### src/rtl/timestamp_multi_pkg.sv
// Shared definitions for the multi-channel timestamp core.
//  - register map, VERSION value
//  - data word layout (header / hi-lo flag / channel / 24-bit timestamp slice)
//  - arbiter FSM state encoding
package timestamp_multi_pkg;

  localparam int REG_SOFT_RST = 0;  // W: soft reset, R: VERSION
  localparam int REG_CONF     = 1;  // [0] EN, [1] EXT_TS
  localparam int REG_CH_EN    = 2;
  localparam int REG_FALL     = 3;
  localparam int REG_LOST     = 4;
  localparam int REG_LEVEL    = 5;

  localparam logic [7:0] VERSION = 8'd1;

  // Data word layout
  localparam int HDR_LSB  = 28;
  localparam int FLAG_BIT = 27;  // 1 = upper timestamp half (word0)
  localparam int CH_LSB   = 24;

  typedef enum logic [1:0] {
    ST_IDLE = 2'd0,
    ST_W0   = 2'd1,
    ST_W1   = 2'd2
  } arb_state_e;

  function automatic logic [31:0] make_word(input logic [3:0]  id,
                                            input logic        hi,
                                            input logic [2:0]  ch,
                                            input logic [23:0] ts24);
    logic [31:0] w;
    w                        = '0;
    w[HDR_LSB+3:HDR_LSB]     = id;
    w[FLAG_BIT]              = hi;
    w[CH_LSB+2:CH_LSB]       = ch;
    w[23:0]                  = ts24;
    return w;
  endfunction

endpackage

### src/rtl/timestamp_multi_fifo.sv
// Synchronous first-word-fall-through FIFO.
//  clk      clock
//  rst_n    synchronous reset, active low
//  clr      synchronous clear (soft reset), active high
//  wr_en    push wr_data (ignored when full)
//  rd_en    pop head (ignored when empty)
//  rd_data  head word, valid while !empty
//  empty    no data
//  level    number of stored words, 0..DEPTH
module timestamp_multi_fifo #(
  parameter int DEPTH = 32,
  parameter int WIDTH = 32,
  localparam int AW   = $clog2(DEPTH)
) (
  input  logic             clk,
  input  logic             rst_n,
  input  logic             clr,
  input  logic             wr_en,
  input  logic [WIDTH-1:0] wr_data,
  input  logic             rd_en,
  output logic [WIDTH-1:0] rd_data,
  output logic             empty,
  output logic [AW:0]      level
);

  logic [WIDTH-1:0] mem [DEPTH];
  logic [AW-1:0]    wptr, rptr;
  logic [AW:0]      cnt;
  logic             push, pop;

  assign push = wr_en && (cnt != (AW+1)'(DEPTH));
  assign pop  = rd_en && (cnt != '0);

  always_ff @(posedge clk) begin
    if (!rst_n || clr) begin
      wptr <= '0;
      rptr <= '0;
      cnt  <= '0;
    end else begin
      if (push) wptr <= wptr + 1'b1;
      if (pop)  rptr <= rptr + 1'b1;
      case ({push, pop})
        2'b10:   cnt <= cnt + 1'b1;
        2'b01:   cnt <= cnt - 1'b1;
        default: cnt <= cnt;
      endcase
    end
  end

  // Storage carries no reset; only the pointers define validity.
  always_ff @(posedge clk) begin
    if (push) mem[wptr] <= wr_data;
  end

  assign rd_data = mem[rptr];
  assign empty   = (cnt == '0);
  assign level   = cnt;

endmodule

### src/rtl/timestamp_multi_core.sv
// Multi-channel hit timestamp core.
//  Each DI channel is synchronised, edge-detected (rising or falling per channel),
//  and captures the current time base into a per-channel register. A round-robin
//  arbiter drains captured events into a shared FWFT FIFO as atomic word pairs.
// Ports:
//  BUS_CLK, BUS_RST_N           clock, synchronous active-low reset
//  BUS_ADD/DATA_IN/RD/WR        8-bit register bus, BUS_DATA_OUT registered
//  DI                           async hit inputs
//  EXT_TIMESTAMP                external time base
//  TIMESTAMP_OUT                internal counter
//  FIFO_READ/EMPTY/DATA         FIFO source interface to the readout arbiter
module timestamp_multi_core
  import timestamp_multi_pkg::*;
#(
  parameter int         ABUSWIDTH  = 16,
  parameter logic [3:0] IDENTIFIER = 4'b0001,
  parameter int         CHANNELS   = 4,
  parameter int         TS_WIDTH   = 48,
  parameter int         FIFO_DEPTH = 32
) (
  input  logic                 BUS_CLK,
  input  logic                 BUS_RST_N,
  input  logic [ABUSWIDTH-1:0] BUS_ADD,
  input  logic [7:0]           BUS_DATA_IN,
  output logic [7:0]           BUS_DATA_OUT,
  input  logic                 BUS_RD,
  input  logic                 BUS_WR,
  input  logic [CHANNELS-1:0]  DI,
  input  logic [TS_WIDTH-1:0]  EXT_TIMESTAMP,
  output logic [TS_WIDTH-1:0]  TIMESTAMP_OUT,
  input  logic                 FIFO_READ,
  output logic                 FIFO_EMPTY,
  output logic [31:0]          FIFO_DATA
);

  localparam int LW = $clog2(FIFO_DEPTH) + 1;

  // ---------------- register bus ----------------
  logic soft_rst, clr;
  logic conf_en, conf_ext;
  logic [CHANNELS-1:0] ch_en, fall;
  logic [7:0] lost;
  logic [LW-1:0] fifo_level;

  function automatic logic addr_is(input logic [ABUSWIDTH-1:0] a, input int r);
    return a == ABUSWIDTH'(r);
  endfunction

  // Soft reset acts in the very cycle of the write, so everything below sees
  // a single combined clear.
  assign soft_rst = BUS_WR && addr_is(BUS_ADD, REG_SOFT_RST);
  assign clr      = !BUS_RST_N || soft_rst;

  always_ff @(posedge BUS_CLK) begin
    if (clr) begin
      conf_en  <= 1'b0;
      conf_ext <= 1'b0;
      ch_en    <= '0;
      fall     <= '0;
    end else if (BUS_WR) begin
      if (addr_is(BUS_ADD, REG_CONF)) begin
        conf_en  <= BUS_DATA_IN[0];
        conf_ext <= BUS_DATA_IN[1];
      end
      if (addr_is(BUS_ADD, REG_CH_EN)) ch_en <= BUS_DATA_IN[CHANNELS-1:0];
      if (addr_is(BUS_ADD, REG_FALL))  fall  <= BUS_DATA_IN[CHANNELS-1:0];
    end
  end

  logic [7:0] rd_mux;
  always_comb begin
    rd_mux = 8'h00;
    if (addr_is(BUS_ADD, REG_SOFT_RST)) rd_mux = VERSION;
    if (addr_is(BUS_ADD, REG_CONF))     rd_mux = {6'd0, conf_ext, conf_en};
    if (addr_is(BUS_ADD, REG_CH_EN))    rd_mux = 8'(ch_en);
    if (addr_is(BUS_ADD, REG_FALL))     rd_mux = 8'(fall);
    if (addr_is(BUS_ADD, REG_LOST))     rd_mux = lost;
    if (addr_is(BUS_ADD, REG_LEVEL))
      rd_mux = (int'(fifo_level) > 255) ? 8'hFF : 8'(fifo_level);
  end

  always_ff @(posedge BUS_CLK) begin
    if (clr)         BUS_DATA_OUT <= 8'h00;
    else if (BUS_RD) BUS_DATA_OUT <= rd_mux;
  end

  // ---------------- time base ----------------
  logic [TS_WIDTH-1:0] cnt, ts;

  always_ff @(posedge BUS_CLK) begin
    if (clr)          cnt <= '0;
    else if (conf_en) cnt <= cnt + 1'b1;
  end

  assign TIMESTAMP_OUT = cnt;
  assign ts            = conf_ext ? EXT_TIMESTAMP : cnt;

  // ---------------- per-channel sync / edge detect ----------------
  logic [CHANNELS-1:0] sync1, sync2, prev, hit, pending, lost_hit;

  // prev always tracks sync2 so config changes never fabricate an edge.
  always_ff @(posedge BUS_CLK) begin
    if (clr) begin
      sync1 <= '0;
      sync2 <= '0;
      prev  <= '0;
    end else begin
      sync1 <= DI;
      sync2 <= sync1;
      prev  <= sync2;
    end
  end

  assign hit = {CHANNELS{conf_en}} & ch_en &
               ((fall & ~sync2 & prev) | (~fall & sync2 & ~prev));
  assign lost_hit = hit & pending;

  // ---------------- LOST counter ----------------
  logic [3:0] lost_inc;
  logic [8:0] lost_sum;

  always_comb begin
    lost_inc = '0;
    for (int c = 0; c < CHANNELS; c++) lost_inc = lost_inc + 4'(lost_hit[c]);
    lost_sum = {1'b0, lost} + 9'(lost_inc);
  end

  always_ff @(posedge BUS_CLK) begin
    if (clr)                                  lost <= 8'h00;
    else if (BUS_WR && addr_is(BUS_ADD, REG_LOST)) lost <= 8'h00;
    else if (lost_sum[8])                     lost <= 8'hFF;
    else                                      lost <= lost_sum[7:0];
  end

  // ---------------- capture ----------------
  logic [CHANNELS-1:0][TS_WIDTH-1:0] cap;
  logic [2:0] serve_ch, last_ch;
  logic       clr_pend;

  // A channel's capture is frozen while pending, so the arbiter can read it
  // across both word cycles.
  always_ff @(posedge BUS_CLK) begin
    if (clr) begin
      pending <= '0;
      cap     <= '0;
    end else begin
      for (int c = 0; c < CHANNELS; c++) begin
        if (hit[c] && !pending[c]) begin
          pending[c] <= 1'b1;
          cap[c]     <= ts;
        end else if (clr_pend && serve_ch == 3'(c)) begin
          pending[c] <= 1'b0;
        end
      end
    end
  end

  // ---------------- round-robin arbiter ----------------
  arb_state_e state, next_state;
  logic       pick_vld;
  logic [2:0] pick_ch;
  logic       room;
  logic       fifo_wr;
  logic [31:0] fifo_wdata;
  logic [47:0] ts48;

  // Search starts one past the last served channel and wraps.
  always_comb begin
    pick_vld = 1'b0;
    pick_ch  = '0;
    for (int i = 1; i <= CHANNELS; i++) begin
      if (!pick_vld && pending[(int'(last_ch) + i) % CHANNELS]) begin
        pick_vld = 1'b1;
        pick_ch  = 3'((int'(last_ch) + i) % CHANNELS);
      end
    end
  end

  // Room for a full pair is required up front so pairs are never split.
  assign room = int'(fifo_level) <= FIFO_DEPTH - 2;

  always_ff @(posedge BUS_CLK) begin
    if (clr) state <= ST_IDLE;
    else     state <= next_state;
  end

  always_comb begin
    next_state = state;
    case (state)
      ST_IDLE: if (pick_vld && room) next_state = ST_W0;
      ST_W0:   next_state = ST_W1;
      ST_W1:   next_state = ST_IDLE;
      default: next_state = ST_IDLE;
    endcase
  end

  assign ts48 = 48'(cap[serve_ch]);

  always_comb begin
    fifo_wr    = 1'b0;
    clr_pend   = 1'b0;
    fifo_wdata = '0;
    case (state)
      ST_W0: begin
        fifo_wr    = 1'b1;
        fifo_wdata = make_word(IDENTIFIER, 1'b1, serve_ch, ts48[47:24]);
      end
      ST_W1: begin
        fifo_wr    = 1'b1;
        clr_pend   = 1'b1;
        fifo_wdata = make_word(IDENTIFIER, 1'b0, serve_ch, ts48[23:0]);
      end
      default: ;
    endcase
  end

  always_ff @(posedge BUS_CLK) begin
    if (clr) begin
      serve_ch <= '0;
      last_ch  <= '0;
    end else begin
      if (state == ST_IDLE && next_state == ST_W0) serve_ch <= pick_ch;
      if (state == ST_W1) last_ch <= serve_ch;
    end
  end

  // ---------------- FIFO ----------------
  timestamp_multi_fifo #(
    .DEPTH (FIFO_DEPTH),
    .WIDTH (32)
  ) u_fifo (
    .clk     (BUS_CLK),
    .rst_n   (BUS_RST_N),
    .clr     (soft_rst),
    .wr_en   (fifo_wr),
    .wr_data (fifo_wdata),
    .rd_en   (FIFO_READ),
    .rd_data (FIFO_DATA),
    .empty   (FIFO_EMPTY),
    .level   (fifo_level)
  );

endmodule
### config.mk
export PLATFORM = sky130hd
export DESIGN_NAME = timestamp_multi_core
export DESIGN_NICKNAME = d
export VERILOG_FILES = /design/src/rtl/timestamp_multi_pkg.sv /design/src/rtl/timestamp_multi_fifo.sv /design/src/rtl/timestamp_multi_core.sv
export SDC_FILE = /design/constraint.sdc
export NUM_CORES = 1
export LEC_CHECK = 0
export ABC_AREA = 0
export BUFFER_PORTS_ARGS = -buffer_cell sky130_fd_sc_hd__buf_2
export CORE_ASPECT_RATIO = 0.7
export CORE_UTILIZATION = 55
export CTS_CLUSTER_DIAMETER = 120
export DETAILED_ROUTE_END_ITERATION = 8
export PLACE_DENSITY = 0.72
export SKIP_LAST_GASP = 1
export SLEW_MARGIN = 10
export SYNTH_ARGS = -nofsm -noshare
export SYNTH_HDL_FRONTEND = slang
export SYNTH_SLANG_ARGS = --single-unit
### constraint.sdc
create_clock -name BUS_CLK -period 9.24 [get_ports BUS_CLK]
set_clock_uncertainty 0.15 [all_clocks]
set_input_delay 1.848 -clock BUS_CLK [delete_from_list [all_inputs] [get_ports BUS_CLK]]
set_output_delay 1.848 -clock BUS_CLK [all_outputs]
set_load 0.02 [all_outputs]
==> impl_metrics.yaml <==
setup_path:
  r2r_setup_slack_ns: 5.63
  critical_path_class: "reg2out"
  required_ns: 7.24
  crit_fanout: 76
  crit_buf_inv: 2
  r2r-start: "state[0]"
  ff2ff_path_depth: 6
  crit_family: "buffers and inverters"
  crit_chain: "buf_4 -> mux2_2 -> o22ai_1 -> nor2_1 -> o221ai_1 -> a211oi_1 -> buf_2"
  critPathLaunchType: "flip-flop"
  cp_data_arrival_time_ns: 4.42
  worstReg2RegEnd: "u_fifo.mem[18][19]"
  critPathMaxStageDelay_ns: 0.97
  cp-end-kind: "output pin"
  cp_num_cells: 7
  crit_end: "FIFO_DATA[28]"
  cp_slowest_cell: "buf_4"
grt:
  grtUsageMet2: 0.388
  antenna_found_initial: 0
  busiest_layer: "met1"
  grt_pass1_wl_mm: 172
  use_met1: 0.391
  overflow: 0
  grt_pass1_vias: 27561
  track_usage: 0.257
  grt_use_met3: 0.0461
  grt_max_degree: 251
die:
  die_y_um: 250
  top_level_ports: 170
  placementRows: 90
  core_area_um2: 86700
  start_util: 0.559
  chipWidth_um: 357
  die-area_um2: 89300
clock_tree:
  cts_setup_buffers: 0
  cts_hold_buf: 0
  clock_latency_ns: 0.68
  cts_resized: 0
  ctsRootBufferMaster: "clkbuf_16"
  clock_sinks: 1205
  clk_pin_slew_worst_paths_ns: 0.07
  tritoncts: "done"
  htree_levels: 3
  numCtsBuffers: 109
  cts.path.max_buffers: 3
yosys:
  yosys.cell_types.count: 74
  ys.flop_type: "edfxtp_1"
  syn_inst: 3071
  synth_area_leader_cell: "edfxtp_1"
  postSynthAreaPerCell_um2: 15.8
  synth_top_family_by_area: "multiplexers"
  yosysWarnings: 0
  ys_seq_area_frac: 0.683
  synth-compound-area-share: 0.0723
  synth_xor_area_frac: 0.00813
  synth_mux_area_frac: 0.143
  synth_adder_area_share: 0.00578
  synth_async_sr_flop_share: 0
  netlist.area_leader.share: 0.555
  synth_seq_cells: 1205
  synth-simple-area-share: 0.0613
  synthTopCellsByArea: "edfxtp_1, dfxtp_1, mux4_2, mux2i_1, a211oi_1"
  synthesis.area_um2: 48500
  synth-edff-count: 896
route:
  viasPerCell: 6.30
  wl_mm: 115
  num_vias: 28000
  wl_per_cell_um: 25.9
  drc_errors: 0
  first_pass_iters: 6
  drt_first_iter_violations: 3382
  ant_nets: 0
layout:
  layout_commonest_cell: "edfxtp_1"
  n_antenna_cell: 0
  stdcell_count: 4445
  drive_above_1_share: 0.227
  register_area_um2: 33100
  multi_input_area_um2: 14400
  final_cell_mix: "edfxtp_1, nor2_1, dfxtp_1"
  filler_cell_count: 6112
  syn_to_final_growth_pct: 11.1
  finalInstanceArea_um2: 53800
  layout.nets: 3303
timing:
  fin_setup_tns_ns: 0
  slew_violations: 0
  slew_headroom: 0.144
  hold_violations: 0
  rsz0062_at_grt: "false"
  fin_crit_sh: 0.694
  tightest_slew_ns: 1.28
  final-setup-viol-count: 0
  finalCriticalPeriod_ns: 6.42
  max_freq_ghz: 0.156
flow_run:
  drv_cap: 0
placement:
  dpl.hpwl_mm: 69.1
  place_area_um2: 50400
  gp_congestion: 0.834
  dp_cells: 4241
  io_buffers: 161
power:
  leakage_nw: 17.9
  powerDensity_nw_per_um2: 189
  ir_drop_mv: 0.196
worst_hold_path:
  hold_class: "reg2reg"
outcome:
  outcome: "finished, final reports clean"
-- where the power goes --
part	internal (W)	switching (W)	leakage, nW	total (W)
Combinational	0.0000186	0.0000356	4.42	0.0000542
Clock	0.00246	0.00195	1.70	0.00441
Sequential	0.00573	0.000000907	11.8	0.00573
-- per-stage QoR --
step	hold WS (ns)	utilization	setup slack (ns)	power, W
floorplan	0.287	-	5.28	0.00589
global placement	0.292	0.581	3.69	0.00590
detailed placement	0.296	0.581	3.62	0.00590
CTS	0.313	0.621	2.85	0.0103
global route	0.333	0.621	2.65	0.0105
finish	0.313	0.621	2.82	0.0102
-- registers in the layout (all words and copies together) (netlist names), 5 cells and up, named ones only --
| register | flops |
|---|---|
| BUS_DATA_OUT | 8 |
| TIMESTAMP_OUT | 48 |
| cap | 192 |
| lost | 8 |
| u_fifo.level | 6 |
| u_fifo.mem | 896 |
| u_fifo.rptr | 5 |
| u_fifo.wptr | 5 |
-- logic make-up (layout without fill, tap and decap cells) --
group,Yosys count,in the layout
AND/OR/NAND/NOR,604,604
adder cells (fa/ha/maj),20,20
AO/OA/AOI/OAI,489,489
XOR/XNOR,45,45
flip-flops,1205,1205
other,1,4
buffers and inverters,228,449
multiplexers,479,479
-- cell type report --
cell class / instances / area share
tap: 1150 / 0.0267
sequential: 1205 / 0.615
timing repair buffer: 223 / 0.0241
inverter: 22 / 0.00153
multi-input combinational: 1641 / 0.268
clock buffer: 145 / 0.0551
clock inverter: 59 / 0.00967
-- how the worst min path moves through the flow --
stage	startpoint	endpoint	cells past startpoint
finish	sync1[2]	sync2[2]	1
global route	sync1[0]	sync2[0]	1
CTS	sync1[2]	sync2[2]	1
detailed placement	sync1[2]	sync2[2]	1
global placement	sync1[2]	sync2[2]	1
floorplan	sync1[0]	sync2[0]	1
-- cells in the mapped netlist, drive strengths merged, types with 3 or more instances --
cell type  number
nor4b           4
o21a            4
o21ai          19
nand4          27
or3b            5
nor4            8
xor2           31
mux4          160
and2            3
nand3          29
nand3b          8
xnor2          14
a211oi        226
ha             16
nor2          338
mux2          112
nand2b         13
and3           21
or4            13
inv            22
a21oi          45
o22ai          58
and4            3
edfxtp        896
buf           133
a22oi          80
o221ai         28
dfxtp         309
nand2          69
fa              4
nor3            7
mux2i         207
nor2b          33
or3            11
clkbuf         73
a21o            3
o31ai          12
nor3b           4
-- routing by layer --
| metal | part of all wire | up-vias |
|---|---|---|
| met5 | 0 | - |
| met3 | 0.079 | 154 |
| li1 | - | 12309 |
| met1 | 0.44 | 14437 |
| met4 | 0.020 | 0 |
| met2 | 0.46 | 1100 |
Note: power is estimated with default switching activity, not from simulation.
